## src/rtl/mux_2x1_arbiter.sv

```systemverilog
// mux_2x1_arbiter: round-robin packet arbiter driving a registered 2:1 output channel
module mux_2x1_arbiter #(
   parameter int WIDTH    = 8,
   parameter int MAX_HOLD = 4
) (
   input  logic             clk,
   input  logic             rst_n,
   input  logic             in1_valid,
   input  logic [WIDTH-1:0] in1_data,
   input  logic             in1_last,
   output logic             in1_ready,
   input  logic             in2_valid,
   input  logic [WIDTH-1:0] in2_data,
   input  logic             in2_last,
   output logic             in2_ready,
   output logic             y_valid,
   output logic [WIDTH-1:0] y_data,
   output logic             y_last,
   input  logic             y_ready,
   output logic             sel,
   output logic             busy
);
   localparam int CW = $clog2(MAX_HOLD + 1);
   localparam logic [CW-1:0] LIM = CW'(MAX_HOLD - 1);
   typedef enum logic [1:0] {IDLE, OWN1, OWN2} state_t;
   state_t state, state_nxt;
   logic prio, prio_nxt, sel_nxt, own2, cur_valid, cur_last, oth_valid, rdy, xfer, at_limit, rel;
   logic [CW-1:0] cnt, cnt_nxt;
   logic [WIDTH-1:0] cur_data;
   // grant decode, handshake and next-state; cnt saturates at MAX_HOLD-1 so the limit stays armed
   always_comb begin
      own2      = state == OWN2;
      cur_valid = own2 ? in2_valid : in1_valid;
      cur_last  = own2 ? in2_last : in1_last;
      cur_data  = own2 ? in2_data : in1_data;
      oth_valid = own2 ? in1_valid : in2_valid;
      rdy       = (state != IDLE) && (!y_valid || y_ready);
      in1_ready = (state == OWN1) && rdy;
      in2_ready = own2 && rdy;
      xfer      = cur_valid && rdy;
      at_limit  = cnt == LIM;
      rel       = xfer && (cur_last || (at_limit && oth_valid));
      state_nxt = state;
      prio_nxt  = prio;
      cnt_nxt   = cnt;
      if (state == IDLE)
         state_nxt = (in1_valid && in2_valid) ? (prio ? OWN2 : OWN1) :
                     in1_valid ? OWN1 : in2_valid ? OWN2 : IDLE;
      else if (rel) begin
         state_nxt = oth_valid ? (own2 ? OWN1 : OWN2) : IDLE;
         prio_nxt  = !own2;
         cnt_nxt   = '0;
      end else if (xfer)
         cnt_nxt = at_limit ? cnt : cnt + CW'(1);
      sel_nxt = (state_nxt == OWN2) ? 1'b1 : (state_nxt == OWN1) ? 1'b0 : sel;
   end
   // arbitration state, priority pointer, beat counter and status outputs
   always_ff @(posedge clk or negedge rst_n) begin
      if (!rst_n) begin
         state <= IDLE;
         prio  <= 1'b0;
         cnt   <= '0;
         sel   <= 1'b0;
         busy  <= 1'b0;
      end else begin
         state <= state_nxt;
         prio  <= prio_nxt;
         cnt   <= cnt_nxt;
         sel   <= sel_nxt;
         busy  <= state_nxt != IDLE;
      end
   end
   // output register stage: load on transfer, drain when consumed without a new beat
   always_ff @(posedge clk or negedge rst_n) begin
      if (!rst_n) begin
         y_valid <= 1'b0;
         y_data  <= '0;
         y_last  <= 1'b0;
      end else if (xfer) begin
         y_valid <= 1'b1;
         y_data  <= cur_data;
         y_last  <= cur_last;
      end else if (y_ready)
         y_valid <= 1'b0;
   end
endmodule

```

## config.mk

```make
export PLATFORM = sky130hd
export DESIGN_NAME = mux_2x1_arbiter
export DESIGN_NICKNAME = d
export VERILOG_FILES = /design/src/rtl/mux_2x1_arbiter.sv
export SDC_FILE = /design/constraint.sdc
export NUM_CORES = 1
export LEC_CHECK = 0
export ABC_AREA = 0
export ABC_CLOCK_PERIOD_IN_PS = 3100
export BUFFER_PORTS_ARGS = -buffer_cell sky130_fd_sc_hd__buf_2
export CAP_MARGIN = 10
export CORE_MARGIN = 2
export CORE_UTILIZATION = 30
export DETAILED_ROUTE_END_ITERATION = 10
export HOLD_SLACK_MARGIN = 0.05
export PLACE_DENSITY = 0.6
export SETUP_SLACK_MARGIN = 0.15
export SKIP_CTS_REPAIR_TIMING = 1
export SLEW_MARGIN = 20
export SYNTH_ARGS = -nofsm -noshare
export SYNTH_HDL_FRONTEND = slang
export SYNTH_SLANG_ARGS = --single-unit
```

## constraint.sdc

```tcl
create_clock -name clk -period 3.1 [get_ports clk]
set_clock_uncertainty 0.1 [all_clocks]
set_input_delay 0.62 -clock clk [delete_from_list [all_inputs] [get_ports clk]]
set_output_delay 0.62 -clock clk [all_outputs]
set_load 0.005 [all_outputs]
```

==> out/qor.log, run 1 <==
qor: status.outcome finished, final reports clean
qor: worst_setup_path.crit_fanout 13
qor: floorplanning.dieArea 3940 sq um
qor: timing.fin_tns_setup 0 ns
qor: power_and_ir_drop.finalPower 1.17 mW
qor: logic_synthesis.edff_count_synth 0
qor: worst_setup_path.crit_path_start_kind register
qor: global_routing.grt_pass1_vias 884
qor: drt.drt.antenna.violating_nets 0
qor: logic_synthesis.synth-seq-cells 18
qor: timing.layout_setup_ws 0.624 ns
qor: logic_synthesis.synth_area_leaders sky130_fd_sc_hd__dfrtp_1 43%, sky130_fd_sc_hd__nand2_1 7.6%, sky130_fd_sc_hd__a31oi_1 4.8%
qor: final_layout.area_growth 22.3%
qor: flow_run.maxCapViolCount 0
qor: worst_setup_path.ff2ff_setup_slack 0.62 ns
qor: timing.finalHoldViolCount 0
qor: worst_setup_path.timing.setup.critical_path_class reg2reg
qor: global_routing.grt_remaining_overflow 0
qor: placed_design.dp_slack 0.625 ns
qor: timing.share_of_the_clock_period_used_by_the_worst_path_after_layout 79.9%
qor: final_layout.antenna_cells_inserted 0
qor: logic_synthesis.yosys-top-cells-count 21 x sky130_fd_sc_hd__nand2_1, 18 x sky130_fd_sc_hd__dfrtp_1, 11 x sky130_fd_sc_hd__nor2_1, 8 x sky130_fd_sc_hd__a31oi_1, 5 x sky130_fd_sc_hd__inv_1
qor: logic_synthesis.synthesis.area 1040 sq um
qor: drt.drt_iter0_markers 9
qor: drt.detail_route.drc_violations 0
qor: final_layout.layout-drive-gt1-share 34.3%
qor: timing.setup_viol 0
qor: global_routing.grt_first_pass_wirelength 4000 um
qor: floorplanning.floorplan.initialDensity 31.0%
qor: clocking.tritoncts built
qor: drt.drt-total-wl 2290 um
qor: logic_synthesis.synth-async-reset-ratio 100%
qor: logic_synthesis.ys_warn_count 0
qor: final_layout.finalNetCount 171
qor: clocking.ctsHtreeMaxLevel 1
qor: clocking.cts_buffers 3
qor: global_routing.grt_antenna_before_repair 0
qor: floorplanning.core_region_area 3340 sq um
qor: timing.max_freq 0.404 GHz
qor: clocking.cts_num_sinks 18
qor: clocking.clockRootBuffer sky130_fd_sc_hd__clkbuf_4
qor: logic_synthesis.syn_avg_cell_area 9.68 sq um
qor: logic_synthesis.synthFlopType sky130_fd_sc_hd__dfrtp_1
qor: placed_design.detailed_place.area 1230 sq um
qor: final_layout.final_area 1270 sq um
qor: floorplanning.placementRows 21
qor: placed_design.buffer_ports.inserted 36
qor: worst_setup_path.critPathTopFamily compound AO/OA/AOI/OAI gates
qor: floorplanning.floorplan.die.width 62.8 um
qor: clocking.insertion_delay 0.30 ns
qor: worst_setup_path.critical_path_at 2.58 ns
qor: floorplanning.dieHeight 62.8 um
qor: global_routing.grt_util_all_layers 12.7%
qor: logic_synthesis.cell_type_with_the_highest_aggregate_area_in_the_netlist sky130_fd_sc_hd__dfrtp_1
qor: logic_synthesis.synth.most_common_cell sky130_fd_sc_hd__nand2_1
qor: worst_setup_path.critPathCaptureType register
qor: drt.vias 899
qor: floorplanning.ioPinCount 37
qor: timing.maxSlewHeadroom 55.6%
qor: worst_setup_path.worstPathCellList nand2b_1 -> a21o_1 -> o211ai_2 -> a211oi_1 -> ha_1 -> mux2_2
qor: worst_setup_path.crit_buf_inv 0
qor: worst_setup_path.cpPeakStageDelay 0.55 ns
qor: drt.vias_per_std_cell 4.76
qor: clocking.bufs_on_longest_clock_path 2
qor: worst_setup_path.cp_max_delay_cell sky130_fd_sc_hd__dfrtp_1
qor: placed_design.dpl.cell_count 185
qor: power_and_ir_drop.p_per_area 926 nW/um^2
qor: logic_synthesis.synth_largest_type_area_fraction 43.5%
qor: timing.final_max_slew_viol_count 0
qor: drt.drt_pre_antenna_iters 4
qor: worst_setup_path.worst_ep_required_time 3.20 ns
qor: final_layout.final_non_filler_cells 189
qor: logic_synthesis.synth.distinct_cells 36
qor: logic_synthesis.synthesis.nets 134
qor: logic_synthesis.netlist_instances 107
qor: clocking.clkSlewWorstSetupHoldPaths 0.11 ns
qor: timing.finalWorstPathRequiredPeriod 2.48 ns
qor: power_and_ir_drop.ir_drop 423 uV
qor: global_routing.pin_count_of_the_biggest_net_entering_global_routing 21
qor: timing.worst_max_slew_pin_slew 0.649 ns
qor: logic_synthesis.synth.yosys.seq_area_share 43.5%
qor: power_and_ir_drop.cellLeakagePower 0.597 nW
qor: min_path.hold_class in2async
qor: placed_design.gp_congestion 0.845
qor: timing.setup_repair_after_global_routing_missed_its_margin no
qor: drt.wl_per_cell 12.1 um
qor: placed_design.place_hpwl 1790 um
-- cell type report --
class / count / area, sq um
sequential: 18 / 450
fill: 344 / 2070
clock buffer: 4 / 36.3
tap: 46 / 57.6
multi-input combinational: 78 / 509
inverter: 5 / 18.8
timing repair buffer: 38 / 195
-- placed cells by master, fill, tap and decap left out, types with 2 or more instances in the layout --
cell type,n
sky130_fd_sc_hd__inv_1,5
sky130_fd_sc_hd__ha_1,4
sky130_fd_sc_hd__nor3_1,2
sky130_fd_sc_hd__nand3_1,3
sky130_fd_sc_hd__a31oi_1,8
sky130_fd_sc_hd__buf_4,2
sky130_fd_sc_hd__nand2_1,21
sky130_fd_sc_hd__buf_2,36
sky130_fd_sc_hd__clkbuf_4,3
sky130_fd_sc_hd__nand2b_1,3
sky130_fd_sc_hd__mux2_2,2
sky130_fd_sc_hd__nor2b_1,2
sky130_fd_sc_hd__nor2_1,11
sky130_fd_sc_hd__dfrtp_1,18
-- worst paths after layout --
path	startpoint	to	cells past startpoint
min reg2reg	cnt[0]	cnt[0]	1
min in group clk	cnt[0]	cnt[0]	1
max in group asynchronous	rst_n	y_data[6]	1
max reg2reg	state[0]	sel	6
max	state[0]	sel	6
min	rst_n	prio	1
-- cells by family (layout without fill, tap and decap cells) --
| family | count (synthesis) | count (layout) | synth area share [%] |
|---|---|---|---|
| and+or+nand+nor | 46 | 46 | 20.2 |
| AOI/OAI and AO/OA | 24 | 24 | 18.8 |
| DFF | 18 | 18 | 43.5 |
| buffers and inverters | 11 | 47 | 7.37 |
| adders and majority gates | 4 | 4 | 4.83 |
| muxes | 4 | 4 | 5.31 |
-- worst register-to-register path, stage by stage, from the launching register on --
cell,delay [ns]
sky130_fd_sc_hd__dfrtp_1,0.55
sky130_fd_sc_hd__nand2b_1,0.45
sky130_fd_sc_hd__a21o_1,0.27
sky130_fd_sc_hd__o211ai_2,0.12
sky130_fd_sc_hd__a211oi_1,0.34
sky130_fd_sc_hd__ha_1,0.29
sky130_fd_sc_hd__mux2_2,0.27
-- metal layers --
metal	global-route usage, %	vias to the layer above	wire (um)	share of wire, %
li1	-	452	-	-
met1	16.9	414	1060	46
met2	20.3	31	1070	46
met3	3.78	2	162	7.1
met4	3.33	0	5	0.22
met5	0	-	0	0
-- through the flow --
stage                     hold slack (ns)  utilization (%)
after CTS                           0.143             38.0
after global routing                0.143             38.0
after detailed placement            0.396             36.9
final                               0.130             38.0
after floorplan                     0.224                -
after global placement              0.373             36.9
-- where the power goes --
part           switching, mW  internal, mW  total (mW)
Sequential            0.0820         0.347       0.429
Combinational          0.309         0.285       0.594
Clock                 0.0790        0.0716       0.151
Total                  0.470         0.704        1.17
-- flip-flops by register name, summed over array words and instances (netlist names) --
signal	flops
y_data	8
cnt	3
state	2
busy	1
prio	1
sel	1
y_last	1
y_valid	1
Power figures use the tool's default switching activity.
==> run 2: changes to the inputs <==
--- a/config.mk
+++ b/config.mk
@@ -6,7 +6,7 @@
 export NUM_CORES = 1
 export LEC_CHECK = 0
 export ABC_AREA = 0
-export ABC_CLOCK_PERIOD_IN_PS = 3100
+export ABC_CLOCK_PERIOD_IN_PS = 2500
 export BUFFER_PORTS_ARGS = -buffer_cell sky130_fd_sc_hd__buf_2
 export CAP_MARGIN = 10
 export CORE_MARGIN = 2
==> constraint.sdc (replaced) <==
create_clock -name clk -period 2.5 [get_ports clk]
set_clock_uncertainty 0.1 [all_clocks]
set_input_delay 0.5 -clock clk [delete_from_list [all_inputs] [get_ports clk]]
set_output_delay 0.5 -clock clk [all_outputs]
set_load 0.005 [all_outputs]
==> out/qor.log, run 2 (synthesized netlist as in run 1, its figures left out) <==
qor: placed_design.detailed_place.area 1260 sq um [was 1230 sq um]
qor: clocking.cts_num_sinks 18 [unchanged]
qor: final_layout.largest_register y_data [unchanged]
qor: drt.drt_pre_antenna_iters 3 [was 4]
qor: drt.top_layer_used met3 [was met4]
qor: drt.vias_per_std_cell 4.80 [was 4.76]
qor: worst_setup_path.critPathCaptureType register [unchanged]
qor: final_layout.layout.cells.most_common sky130_fd_sc_hd__buf_2 [unchanged]
qor: worst_setup_path.crit_fanout 4 [was 13]
qor: worst_setup_path.crit_path_start_kind register [unchanged]
qor: final_layout.biggestRegsByFlops y_data x8, cnt x3, state x2 [unchanged]
qor: floorplanning.floorplan.initialDensity 31.0% [unchanged]
qor: drt.drt_iter0_markers 15 [was 9]
qor: final_layout.final_non_filler_cells 196 [was 189]
qor: clocking.ctsHtreeMaxLevel 1 [unchanged]
qor: placed_design.gp_congestion 0.848 [was 0.845]
qor: floorplanning.dieHeight 62.8 um [unchanged]
qor: drt.met2WireLength 1210 um [was 1070 um]
qor: timing.setup_repair_after_global_routing_missed_its_margin no [unchanged]
qor: timing.maxSlewHeadroom 68.8% [was 55.6%]
qor: clocking.insertion_delay 0.29 ns [was 0.30 ns]
qor: timing.fin_tns_setup 0 ns [unchanged]
qor: global_routing.pin_count_of_the_biggest_net_entering_global_routing 21 [unchanged]
qor: drt.drt-total-wl 2490 um [was 2290 um]
qor: power_and_ir_drop.finalPower 1.58 mW [was 1.17 mW]
qor: timing.final_max_slew_viol_count 0 [unchanged]
qor: timing.share_of_the_clock_period_used_by_the_worst_path_after_layout 90.5% [was 79.9%]
qor: timing.finalHoldViolCount 0 [unchanged]
qor: timing.final.hold.worst_slack 0.347 ns [was 0.130 ns]
qor: worst_setup_path.critPathTopFamily adder cells [was compound AO/OA/AOI/OAI gates]
qor: floorplanning.dieArea 3940 sq um [unchanged]
qor: power_and_ir_drop.cellLeakagePower 0.632 nW [was 0.597 nW]
qor: drt.routed_wl_met3 165 um [was 162 um]
qor: clocking.clockRootBuffer sky130_fd_sc_hd__clkbuf_4 [unchanged]
qor: min_path.hold_class in2reg [was in2async]
qor: power_and_ir_drop.p_per_area 1160 nW/um^2 [was 926 nW/um^2]
qor: global_routing.grt_pass1_vias 966 [was 884]
qor: global_routing.grt_remaining_overflow 0 [unchanged]
qor: final_layout.layout-drive-gt1-share 41.3% [was 34.3%]
qor: floorplanning.placementRows 21 [unchanged]
qor: power_and_ir_drop.ir_drop 741 uV [was 423 uV]
qor: final_layout.finalNetCount 178 [was 171]
qor: floorplanning.floorplan.die.width 62.8 um [unchanged]
qor: global_routing.grt_util_all_layers 12.6% [was 12.7%]
qor: placed_design.place_hpwl 1870 um [was 1790 um]
qor: final_layout.layout.cells.most_common_list 36 x sky130_fd_sc_hd__buf_2, 21 x sky130_fd_sc_hd__nand2_1, 17 x sky130_fd_sc_hd__dfrtp_1 [was 36 x sky130_fd_sc_hd__buf_2, 21 x sky130_fd_sc_hd__nand2_1, 18 x sky130_fd_sc_hd__dfrtp_1]
qor: final_layout.area_growth 31.2% [was 22.3%]
qor: drt.wl_per_cell 12.7 um [was 12.1 um]
qor: timing.setup_viol 0 [unchanged]
qor: worst_setup_path.timing.setup.critical_path_class reg2reg [unchanged]
qor: status.outcome finished, final reports clean [unchanged]
qor: timing.worst_max_slew_pin_slew 0.456 ns [was 0.649 ns]
qor: drt.wl_met1 1120 um [was 1060 um]
qor: worst_setup_path.cp_max_delay_cell sky130_fd_sc_hd__dfrtp_1 [unchanged]
qor: worst_setup_path.cpPeakStageDelay 0.41 ns [was 0.55 ns]
qor: worst_setup_path.worstPathCellList ha_2 -> ha_4 -> a211oi_4 -> buf_4 -> nor4_2 -> a211oi_2 -> ha_1 -> mux2_2 [was nand2b_1 -> a21o_1 -> o211ai_2 -> a211oi_1 -> ha_1 -> mux2_2]
qor: final_layout.multi_input_area 544 sq um [was 509 sq um]
qor: clocking.bufs_on_longest_clock_path 2 [unchanged]
qor: clocking.tritoncts built [unchanged]
qor: placed_design.dpl.cell_count 189 [was 185]
qor: placed_design.buffer_ports.inserted 36 [unchanged]
qor: clocking.cts_buffers 3 [unchanged]
qor: final_layout.num-fill-cells 362 [was 344]
qor: drt.vias 941 [was 899]
qor: global_routing.grt_first_pass_wirelength 4070 um [was 4000 um]
qor: timing.max_freq 0.442 GHz [was 0.404 GHz]
qor: final_layout.largest_register_ff_count 8 [unchanged]
qor: floorplanning.ioPinCount 37 [unchanged]
qor: global_routing.grt_antenna_before_repair 0 [unchanged]
qor: drt.drt.antenna.violating_nets 0 [unchanged]
qor: worst_setup_path.crit_buf_inv 1 [was 0]
qor: final_layout.area.sequential 452 sq um [was 450 sq um]
qor: worst_setup_path.worst_ep_required_time 2.59 ns [was 3.20 ns]
qor: floorplanning.core_region_area 3340 sq um [unchanged]
qor: clocking.clkSlewWorstSetupHoldPaths 0.11 ns [about the same]
qor: drt.detail_route.drc_violations 0 [unchanged]
qor: worst_setup_path.critical_path_at 2.36 ns [was 2.58 ns]
qor: final_layout.final_area 1360 sq um [was 1270 sq um]
qor: flow_run.maxCapViolCount 0 [unchanged]
qor: final_layout.antenna_cells_inserted 0 [unchanged]
qor: timing.finalWorstPathRequiredPeriod 2.26 ns [was 2.48 ns]
-- run 2: power by group --
group | internal [mW] | leakage, nW | switching, mW
sequential | 0.433 | 0.210 | 0.0838
clock | 0.0887 | 0.0210 | 0.0963
combinational | 0.434 | 0.401 | 0.444
-- run 2: through the flow --
| stage | utilization, % | setup WS, ns |
|---|---|---|
| after floorplan | - | 0.327 |
| after global placement | 37.8 | 0.179 |
| after global routing | 40.7 | 0.101 |
| after CTS | 38.9 | 0.171 |
| final | 40.7 | 0.237 |
| after detailed placement | 37.8 | 0.166 |
-- run 2: path summary, 6_finish.rpt --
path / startpoint / endpoint / slack, ns / depth (start not counted)
setup / recovery: cnt[0] / sel / 0.24 / 8
hold / removal: in1_data[7] / y_data[7] / 0.35 / 3
setup reg to reg: cnt[0] / sel / 0.24 / 8
hold reg to reg: cnt[0] / cnt[0] / 0.39 / 1
max in group asynchronous: rst_n / state[0] / 1.43 / 2
min in group asynchronous: rst_n / y_valid / 0.56 / 2
-- run 2: layout make-up --
class / count / area share, %
Clock buffer: 4 / 2.67
Inverter: 5 / 1.38
Multi-Input combinational cell: 78 / 40.1
Sequential cell: 18 / 33.2
Tap cell: 46 / 4.24
Timing Repair Buffer: 45 / 18.4
-- run 2: per-layer routing --
layer  vias to the layer above  track usage [%]
met5                         -                0
met4                         0            0.833
met3                         0             4.32
met2                        30             23.3
met1                       442             14.8
li1                        469                -
-- run 2: tightest hold or removal path: stages --
cell and delay (ns):
sky130_fd_sc_hd__buf_2 0.10, sky130_fd_sc_hd__nand2_1 0.04, sky130_fd_sc_hd__a31oi_1 0.07
==> run 3: changes to the inputs <==
==> constraint.sdc (replaced) <==
create_clock -name clk -period 2.5 [get_ports clk]
set_clock_uncertainty 0.1 [all_clocks]
set_input_delay 0.125 -clock clk [delete_from_list [all_inputs] [get_ports clk]]
set_output_delay 0.125 -clock clk [all_outputs]
set_load 0.005 [all_outputs]
==> out/qor.log, run 3 (synthesized netlist as in run 1, its figures left out) <==
qor: clocking.bufs_on_longest_clock_path 2 [unchanged]
qor: final_layout.num-fill-cells 329 [was 362]
qor: clocking.insertion_delay 0.30 ns [was 0.29 ns]
qor: clocking.clkSlewWorstSetupHoldPaths 0.11 ns [about the same]
qor: final_layout.largest_register y_data [unchanged]
qor: clocking.cts_buffers 3 [unchanged]
qor: worst_setup_path.critPathLaunch state[0] [was cnt[0]]
qor: global_routing.grt_remaining_overflow 0 [unchanged]
qor: global_routing.pin_count_of_the_biggest_net_entering_global_routing 21 [unchanged]
qor: status.outcome finished, final reports clean [unchanged]
qor: timing.worst_max_slew_pin_slew 0.632 ns [was 0.456 ns]
qor: timing.fin_tns_setup 0 ns [unchanged]
qor: drt.drt.antenna.violating_nets 0 [unchanged]
qor: drt.vias_per_std_cell 4.80 [about the same]
qor: timing.maxSlewHeadroom 57.7% [was 68.8%]
qor: clocking.clockRootBuffer sky130_fd_sc_hd__clkbuf_4 [unchanged]
qor: worst_setup_path.timing.setup.critical_path_class reg2reg [unchanged]
qor: final_layout.largest_register_ff_count 8 [unchanged]
qor: worst_setup_path.critPathCaptureType register [unchanged]
qor: worst_setup_path.crit-reg2reg-capture sel [unchanged]
qor: final_layout.antenna_cells_inserted 0 [unchanged]
qor: placed_design.place_hpwl 1810 um [was 1870 um]
qor: floorplanning.dieHeight 62.8 um [unchanged]
qor: timing.share_of_the_clock_period_used_by_the_worst_path_after_layout 89.3% [was 90.5%]
qor: worst_setup_path.ff2ff_setup_slack 0.27 ns [was 0.24 ns]
qor: floorplanning.floorplan.die.width 62.8 um [unchanged]
qor: global_routing.grt_pass1_vias 859 [was 966]
qor: worst_setup_path.crit_fanout 11 [was 4]
qor: timing.finalHoldViolCount 0 [unchanged]
qor: drt.drt_iter0_markers 33 [was 15]
qor: timing.max_freq 0.448 GHz [was 0.442 GHz]
qor: worst_setup_path.timing.reg2reg.worst_path_depth 8 [unchanged]
qor: drt.drt_pre_antenna_iters 4 [was 3]
qor: power_and_ir_drop.p_per_area 1100 nW/um^2 [was 1160 nW/um^2]
qor: flow_run.maxCapViolCount 0 [unchanged]
qor: floorplanning.floorplan.initialDensity 31.0% [unchanged]
qor: floorplanning.dieArea 3940 sq um [unchanged]
qor: final_layout.layout-drive-gt1-share 34.5% [was 41.3%]
qor: clocking.cts_num_sinks 18 [unchanged]
qor: placed_design.buffer_ports.inserted 36 [unchanged]
qor: floorplanning.core_region_area 3340 sq um [unchanged]
qor: timing.setup_viol 0 [unchanged]
qor: final_layout.biggestRegsByFlops y_data x8, cnt x3, state x2 [unchanged]
qor: clocking.tritoncts built [unchanged]
qor: drt.detail_route.drc_violations 0 [unchanged]
qor: worst_setup_path.worstReg2RegStart state[0] [was cnt[0]]
qor: drt.wl_per_cell 12.4 um [was 12.7 um]
qor: floorplanning.ioPinCount 37 [unchanged]
qor: timing.setup_repair_after_global_routing_missed_its_margin no [unchanged]
qor: worst_setup_path.worst_ep_required_time 2.60 ns [was 2.59 ns]
qor: timing.final_max_slew_viol_count 0 [unchanged]
qor: min_path.hold_class in2reg [unchanged]
qor: floorplanning.placementRows 21 [unchanged]
qor: final_layout.layout.cells.most_common_list 36 x sky130_fd_sc_hd__buf_2, 21 x sky130_fd_sc_hd__nand2_1, 18 x sky130_fd_sc_hd__dfrtp_1 [was 36 x sky130_fd_sc_hd__buf_2, 21 x sky130_fd_sc_hd__nand2_1, 17 x sky130_fd_sc_hd__dfrtp_1]
qor: worst_setup_path.crit_end sel [unchanged]
qor: global_routing.grt_antenna_before_repair 0 [unchanged]
qor: power_and_ir_drop.cellLeakagePower 0.690 nW [was 0.632 nW]
qor: global_routing.grt_util_all_layers 12.2% [was 12.6%]
qor: drt.drt-total-wl 2620 um [was 2490 um]
qor: final_layout.finalNetCount 193 [was 178]
qor: final_layout.area_growth 44.7% [was 31.2%]
qor: clocking.ctsHtreeMaxLevel 1 [unchanged]
qor: worst_setup_path.crit_path_start_kind register [unchanged]
qor: power_and_ir_drop.ir_drop 543 uV [was 741 uV]
qor: global_routing.grt_first_pass_wirelength 3810 um [was 4070 um]
qor: timing.layout_setup_ws 0.266 ns [was 0.237 ns]
qor: drt.vias 1013 [was 941]
qor: worst_setup_path.critical_path_at 2.33 ns [was 2.36 ns]
qor: final_layout.layout.cells.most_common sky130_fd_sc_hd__buf_2 [unchanged]
qor: timing.finalWorstPathRequiredPeriod 2.23 ns [was 2.26 ns]
qor: placed_design.dp_slack 0.158 ns [was 0.166 ns]
qor: placed_design.gp_congestion 0.910 [was 0.848]
-- run 3: how the worst min path moves through the flow --
stage	from	depth (start not counted)	to	slack, ns
final	in1_valid	3	state[0]	0.10
after global routing	in1_valid	3	state[0]	0.10
after CTS	rst_n	1	y_valid	-0.36
after detailed placement	rst_n	1	y_data[4]	-0.01
after global placement	rst_n	1	y_data[4]	-0.02
after floorplan	rst_n	0	busy	-0.27
-- run 3: power by group --
part           switching [mW]  leakage [nW]  internal, mW
clock                  0.0944        0.0210        0.0889
sequential             0.0706         0.211         0.431
combinational           0.470         0.459         0.495
total                   0.635         0.690          1.02
-- run 3: cell type report --
cell class                      count  area (sq um)  share of cell area [%]
Tap cell                           46          57.6                    3.84
Clock buffer                        4          36.3                    2.42
Sequential cell                    18           450                    30.1
Timing Repair Buffer               60           403                    26.9
Inverter                            5          18.8                    1.25
Multi-Input combinational cell     78           533                    35.6
-- run 3: through the flow --
stage / utilization (%) / hold slack [ns] / power, mW / instances / cell area (sq um)
2_1_floorplan: - / -0.271 / 1.11 / 107 / 1040
3_3_place_gp: 37.6 / -0.0191 / 1.31 / 188 / 1250
3_5_place_dp: 37.6 / -0.0144 / 1.34 / 188 / 1250
4_1_cts: 38.7 / -0.358 / 1.53 / 192 / 1290
5_1_grt: 44.9 / 0.100 / 1.80 / 211 / 1500
6_report: 44.9 / 0.101 / 1.65 / 211 / 1500
-- run 3: routing by layer --
metal	vias to the layer above	part of all wire [%]	track usage, %
li1	493	-	-
met1	471	44	15.1
met2	42	48	19.8
met3	7	6.6	3.96
met4	0	1.8	4.72
met5	-	0	0
-- run 3: critical path: stages, from the launching register on --
cell and delay (ns):
sky130_fd_sc_hd__dfrtp_1 0.40, sky130_fd_sc_hd__buf_4 0.17, sky130_fd_sc_hd__and3b_1 0.28, sky130_fd_sc_hd__a211oi_4 0.05, sky130_fd_sc_hd__buf_4 0.15, sky130_fd_sc_hd__nor4_4 0.26
sky130_fd_sc_hd__a211oi_2 0.08, sky130_fd_sc_hd__ha_1 0.32, sky130_fd_sc_hd__mux2_2 0.32
